[src/rtl/ram_scan.sv]
// Inferred RAM exerciser with manual, auto-scan and bulk-fill modes plus seven-segment encoders.
// Read data lags cur_addr by one clock; no backpressure, fill runs 2^ADDR_W clocks and ignores mode/step.
module ram_scan #(
  parameter int DATA_W   = 8,
  parameter int ADDR_W   = 5,
  parameter int TICK_DIV = 25_000_000
) (
  input  logic                           clock,
  input  logic                           reset,
  input  logic [1:0]                     mode,
  input  logic                           step,
  input  logic                           wr_en,
  input  logic [ADDR_W-1:0]              addr_in,
  input  logic [DATA_W-1:0]              data_in,
  output logic [ADDR_W-1:0]              cur_addr,
  output logic [DATA_W-1:0]              rd_data,
  output logic                           busy,
  output logic                           done,
  output logic                           paused,
  output logic [7*((ADDR_W+3)/4)-1:0]    hex_addr,
  output logic [7*((DATA_W+3)/4)-1:0]    hex_data
);

  localparam int DEPTH    = 1 << ADDR_W;
  localparam int ADDR_DIG = (ADDR_W + 3) / 4;
  localparam int DATA_DIG = (DATA_W + 3) / 4;
  localparam int ADDR_PW  = 4 * ADDR_DIG;
  localparam int DATA_PW  = 4 * DATA_DIG;
  localparam int TICK_W   = $clog2(TICK_DIV);
  localparam logic [TICK_W-1:0] TICK_MAX = TICK_W'(TICK_DIV - 1);
  localparam logic [ADDR_W-1:0] LAST_IDX = '1;

  typedef enum logic [1:0] {ST_MANUAL, ST_SCAN, ST_FILL} state_t;

  state_t              r_state;
  state_t              w_state_nxt;
  logic                r_step_q;
  logic [ADDR_W-1:0]   r_cur_addr;
  logic [DATA_W-1:0]   r_rd_data;
  logic                r_busy;
  logic                r_done;
  logic                r_paused;
  logic [TICK_W-1:0]   r_tick;
  logic [ADDR_W-1:0]   r_index;
  logic [DATA_W-1:0]   r_mem [DEPTH];

  logic                w_step_rise;
  logic                w_we;
  logic [ADDR_W-1:0]   w_waddr;
  logic [DATA_W-1:0]   w_wdat;
  logic [ADDR_PW-1:0]  w_addr_pad;
  logic [DATA_PW-1:0]  w_data_pad;

  assign w_step_rise = step & ~r_step_q;

  always_ff @(posedge clock or posedge reset) begin
    if (reset) r_state <= ST_MANUAL;
    else       r_state <= w_state_nxt;
  end

  always_comb begin
    w_state_nxt = r_state;
    w_we        = 1'b0;
    w_waddr     = addr_in;
    w_wdat      = data_in;
    case (r_state)
      ST_MANUAL: begin
        if (mode == 2'b01)                     w_state_nxt = ST_SCAN;
        else if (mode == 2'b10 && w_step_rise) w_state_nxt = ST_FILL;
        else if (w_step_rise && wr_en)         w_we = 1'b1;
      end
      ST_SCAN: begin
        if (mode != 2'b01) w_state_nxt = ST_MANUAL;
      end
      ST_FILL: begin
        w_we    = 1'b1;
        w_waddr = r_index;
        w_wdat  = data_in + DATA_W'(r_index);
        if (r_index == LAST_IDX) w_state_nxt = ST_MANUAL;
      end
      default: w_state_nxt = ST_MANUAL;
    endcase
  end

  // RAM array carries no reset so it maps onto block memory.
  always_ff @(posedge clock) begin
    if (w_we) r_mem[w_waddr] <= w_wdat;
  end

  always_ff @(posedge clock or posedge reset) begin
    if (reset) begin
      r_step_q   <= 1'b0;
      r_cur_addr <= '0;
      r_rd_data  <= '0;
      r_busy     <= 1'b0;
      r_done     <= 1'b0;
      r_paused   <= 1'b0;
      r_tick     <= '0;
      r_index    <= '0;
    end else begin
      r_step_q  <= step;
      r_rd_data <= r_mem[r_cur_addr];
      r_done    <= 1'b0;
      case (r_state)
        ST_MANUAL: begin
          r_cur_addr <= addr_in;
          if (w_state_nxt == ST_SCAN) begin
            r_tick   <= '0;
            r_paused <= 1'b0;
          end else if (w_state_nxt == ST_FILL) begin
            r_index    <= '0;
            r_busy     <= 1'b1;
            r_cur_addr <= '0;
          end
        end
        ST_SCAN: begin
          if (w_state_nxt == ST_MANUAL) begin
            r_paused   <= 1'b0;
            r_cur_addr <= addr_in;
          end else begin
            if (w_step_rise) r_paused <= ~r_paused;
            if (!r_paused) begin
              if (r_tick == TICK_MAX) begin
                r_tick     <= '0;
                r_cur_addr <= r_cur_addr + 1'b1;
              end else begin
                r_tick <= r_tick + 1'b1;
              end
            end
          end
        end
        ST_FILL: begin
          // cur_addr tracks the index being written on the next edge.
          r_index    <= r_index + 1'b1;
          r_cur_addr <= r_index + 1'b1;
          if (r_index == LAST_IDX) begin
            r_busy <= 1'b0;
            r_done <= 1'b1;
          end
        end
        default: ;
      endcase
    end
  end

  function automatic logic [6:0] f_seg(input logic [3:0] n);
    case (n)
      4'h0: f_seg = 7'b0000001;
      4'h1: f_seg = 7'b1001111;
      4'h2: f_seg = 7'b0010010;
      4'h3: f_seg = 7'b0000110;
      4'h4: f_seg = 7'b1001100;
      4'h5: f_seg = 7'b0100100;
      4'h6: f_seg = 7'b0100000;
      4'h7: f_seg = 7'b0001111;
      4'h8: f_seg = 7'b0000000;
      4'h9: f_seg = 7'b0001100;
      4'hA: f_seg = 7'b0001000;
      4'hB: f_seg = 7'b1100000;
      4'hC: f_seg = 7'b0110001;
      4'hD: f_seg = 7'b1000010;
      4'hE: f_seg = 7'b0110000;
      default: f_seg = 7'b0111000;
    endcase
  endfunction

  assign w_addr_pad = ADDR_PW'(r_cur_addr);
  assign w_data_pad = DATA_PW'(r_rd_data);

  for (genvar g = 0; g < ADDR_DIG; g++) begin : g_hex_addr
    assign hex_addr[7*g +: 7] = f_seg(w_addr_pad[4*g +: 4]);
  end
  for (genvar g = 0; g < DATA_DIG; g++) begin : g_hex_data
    assign hex_data[7*g +: 7] = f_seg(w_data_pad[4*g +: 4]);
  end

  assign cur_addr = r_cur_addr;
  assign rd_data  = r_rd_data;
  assign busy     = r_busy;
  assign done     = r_done;
  assign paused   = r_paused;

endmodule
[config.mk]
export PLATFORM = sky130hd
export DESIGN_NAME = ram_scan
export DESIGN_NICKNAME = d
export VERILOG_FILES = /design/src/rtl/ram_scan.sv
export SDC_FILE = /design/constraint.sdc
export NUM_CORES = 1
export LEC_CHECK = 0
export CAP_MARGIN = 20
export CORE_MARGIN = 2
export CORE_UTILIZATION = 45
export DETAILED_ROUTE_END_ITERATION = 8
export GPL_ROUTABILITY_DRIVEN = 0
export SLEW_MARGIN = 20
export SYNTH_ARGS = -nofsm -noshare
export SYNTH_HDL_FRONTEND = slang
export SYNTH_SLANG_ARGS = --single-unit
[constraint.sdc]
create_clock -name clock -period 7.7 [get_ports clock]
set_input_delay 1.155 -clock clock [delete_from_list [all_inputs] [get_ports clock]]
set_output_delay 1.155 -clock clock [all_outputs]
set_load 0.1 [all_outputs]
==> results.py <==
metrics = {
    "finish": {
        "fin_nets": 1034,
        "antenna_cells": 0,
        "fin_util_pct": 52.7,
        "multi_input_area_mm2": 0.00458,
        "drive_gt1_share_pct": 15.3,
        "synthToLayoutAreaGrowth_pct": 16.1,
        "nFillCells": 2507,
        "regArea_mm2": 0.00892,
    },
    "synthesis": {
        "ys_seq_elements": 305,
        "ys_seq_area_share_pct": 64.5,
        "synth_edf_count": 256,
        "syn_area_per_cell_um2": 14.8,
        "ys_warn_count": 0,
        "async_reset_ff_share_pct": 16.1,
        "netlist_area_mm2": 0.0138,
        "syn_inst": 933,
        "synth_flop_cell": "edfxtp_1",
        "yosysUniqueCellTypes": 66,
    },
    "setup_path": {
        "cp_data_required_time_ns": 6.55,
        "critPathLaunch": "cur_addr[3]",
        "max_stage_delay_ns": 1.15,
        "worstSetupStartpointType": "flop",
        "crit_end": "hex_addr[5]",
        "endpoint_kind": "primary output",
        "path_buf_inv": 2,
        "cp_slowest_cell": "clkdlybuf4s50_1",
        "rrSetupSlack_ns": 4.28,
        "crit_cells": 4,
        "cp_cell_sequence": "inv_1, o21ai_0, a32o_1, clkdlybuf4s50_1",
        "reg2reg_depth": 6,
        "worst-setup-path-type": "flop to primary output",
        "critical-path-top-delay-family": "buffers and inverters",
        "crit_fanout": 29,
        "reg2reg_to": "rd_data[6]",
        "arrival_ns": 3.90,
        "reg2reg_from": "cur_addr[0]",
    },
    "global_route": {
        "grt_pass1_wl_um": 47700,
        "grt_start_max_net_pins": 50,
        "grt_antenna_before_repair": 0,
        "track_usage_pct": 19.9,
        "grt-ovfl-total": 0,
        "first_global_vias": 7983,
    },
    "sta": {
        "grt_setup_unrepaired": "no",
        "drv_slew": 0,
        "tns_ns": 0,
        "setup_viol": 0,
        "max_freq_ghz": 0.198,
        "fin_skew_ns": 0.0204,
        "timing.final.crit_share_pct": 65.7,
        "hold_viol": 0,
        "slew_headroom_pct": 26.8,
        "finalCriticalPeriod_ns": 5.06,
        "worst_pin_slew_ns": 1.09,
    },
    "floorplanning": {
        "num_rows": 64,
        "fp.dieArea_mm2": 0.0321,
        "core-area_mm2": 0.0304,
        "start_util_pct": 45.4,
        "die_h_um": 179,
        "ios": 63,
        "chipWidth_um": 179,
    },
    "job": {
        "cap_violations": 0,
    },
    "routing": {
        "drc": 0,
        "drt-pass1-iter-count": 5,
        "num_vias": 8083,
        "wirelength_um": 30900,
        "drtIter0Drc": 755,
        "avgViaCountPerCell": 5.73,
        "ant_nets": 0,
        "detail_route.wl_per_cell_um": 21.9,
    },
    "power": {
        "fin_total_pwr_mw": 6.71,
        "power_per_cell_area_mw_per_mm2": 418,
        "ir_drop_v": 0.000293,
        "static-leakage-power_nw": 5.56,
    },
    "clock_tree": {
        "cts_hold_repair.buffers": 0,
        "clk_path_buf_depth": 3,
        "postCtsSetupBuffers": 0,
        "cts_sinks": 305,
        "clkTransAtPathRegs_ns": 0.06,
        "cts-resized-gates": 0,
        "h-tree-depth": 2,
        "clkLatencyLatePin_ns": 0.53,
        "cts_tree": "done",
        "cts_buffers": 35,
        "root_buffer": "clkbuf_16",
    },
    "placed_design": {
        "hpwl_um": 19700,
        "port-buffer-count": 59,
    },
    "outcome": {
        "outcome": "complete, no violations",
    },
    "min_path": {
        "min_path_type": "flop to flop",
    },
}
-- layer usage --
| layer | vias to the layer above | wire length, um | track usage (%) |
|---|---|---|---|
| li1 | 3712 | - | - |
| met1 | 4053 | 13500 | 28.0 |
| met2 | 256 | 14700 | 32.0 |
| met3 | 62 | 1820 | 3.20 |
| met4 | 0 | 881 | 6.35 |
| met5 | - | 0 | 0 |
-- worst min path at each step --
stage / from / to / cells after the start
floorplan: r_tick[4] / r_tick[4] / 1
global placement: r_tick[1] / r_tick[1] / 2
detailed placement: r_tick[1] / r_tick[1] / 2
CTS: r_tick[1] / r_tick[1] / 2
global route: r_tick[4] / r_tick[4] / 1
finish: r_tick[1] / r_tick[1] / 2
-- final cells by class --
| class | count | area share (%) |
|---|---|---|
| Multi-Input combinational cell | 546 | 28.6 |
| Timing Repair Buffer | 69 | 4.15 |
| Inverter | 30 | 0.702 |
| Tap cell | 396 | 3.09 |
| Sequential cell | 305 | 55.6 |
| Clock inverter | 24 | 2.31 |
| Clock buffer | 40 | 5.58 |
-- worst register-to-register path, stage by stage, from the launching register on --
cell and delay [ns]:
dfrtp_4 0.85, buf_4 0.82, mux4_2 0.65, and3_1 0.19, or4_1 0.52, a21oi_1 0.16, nor2_1 0.10
-- cells by family after synthesis --
group | count (synthesis) | synth area share, %
flip-flops | 305 | 64.5
AND/OR/NAND/NOR | 251 | 8.85
AO/OA/AOI/OAI | 140 | 6.80
multiplexers | 96 | 12.9
buffers and inverters | 83 | 2.56
adder cells (fa/ha/maj) | 28 | 2.59
XOR/XNOR | 28 | 1.78
other | 2 | 0.0544
-- report_power, final --
group / internal (mW) / switching [mW] / leakage (nW)
combinational: 0.884 / 1.98 / 2.01
clock: 1.12 / 0.674 / 0.608
sequential: 1.87 / 0.181 / 2.94
-- state kept, by name, summed over array words and instances (netlist names) --
signal and cells:
r_mem 256, r_index 5, r_state 2, r_step_q 1, done 1, busy 1, paused 1, cur_addr 5
rd_data 8, r_tick 25
-- cell usage in the layout (no fill, tap or decap), drive strengths merged, types with 3 or more instances in the layout --
master         instances
dfrtp                 49
buf                   10
a31o                   3
mux2i                 21
o211ai                 5
xor2                  14
and3                   9
nand2b                10
a32o                   3
nor4                   7
and2                   6
o21ai                 23
or4                    6
nor3b                  3
a22o                   4
o31ai                 14
o22ai                 12
a21o                   6
clkdlybuf4s50         59
nor2b                 15
xnor2                 14
o32ai                  6
nand4                  9
clkbuf                40
a21oi                 33
nor2                  83
nor3                  15
a31oi                 11
o211a                  5
mux2                  11
ha                    27
edfxtp               256
inv                   30
conb                   3
nand3                 16
bufinv                 8
nand2                 57
mux4                  64
clkinv                14
or2                    3
-- synthesized netlist by cell type, types with 3 or more instances --
cell | n | area, um2
a21oi_1 | 33 | 165
mux4_2 | 64 | 1440
nor2_1 | 83 | 312
a22o_1 | 4 | 35.0
nand4_1 | 9 | 56.3
and3_1 | 9 | 56.3
o22ai_1 | 12 | 75.1
a31oi_1 | 11 | 68.8
or2_2 | 3 | 18.8
nor4_1 | 7 | 43.8
buf_4 | 7 | 52.6
mux2_2 | 11 | 124
o211a_1 | 5 | 50.1
buf_2 | 7 | 35.0
nand3_1 | 16 | 80.1
o32ai_1 | 6 | 52.6
nand2_1 | 57 | 214
mux2i_1 | 21 | 210
inv_1 | 29 | 109
nor3_1 | 15 | 75.1
nor2b_1 | 15 | 93.8
o211ai_1 | 5 | 37.5
and2_1 | 6 | 37.5
buf_1 | 10 | 37.5
edfxtp_1 | 256 | 7690
a32o_1 | 3 | 30.0
o31ai_1 | 14 | 105
ha_1 | 27 | 338
dfrtp_1 | 49 | 1230
a21o_1 | 6 | 45.0
nor3b_1 | 3 | 22.5
nand2b_1 | 10 | 62.6
clkbuf_1 | 28 | 105
or4_1 | 5 | 37.5
xnor2_1 | 14 | 123
o21ai_0 | 21 | 105
xor2_1 | 14 | 123
-- through the flow --
step | std cells | area (um2) | hold WS (ns) | setup slack [ns]
after CTS | 1410 | 16000 | 0.512 | 2.62
final | 1410 | 16000 | 0.505 | 2.64
after detailed placement | 1346 | 14800 | 0.499 | 3.14
after global routing | 1410 | 16000 | 0.540 | 2.39
after global placement | 1346 | 14800 | 0.487 | 3.23
after floorplan | 934 | 13800 | 0.460 | 1.50
Note: power is estimated with default switching activity, not from simulation.
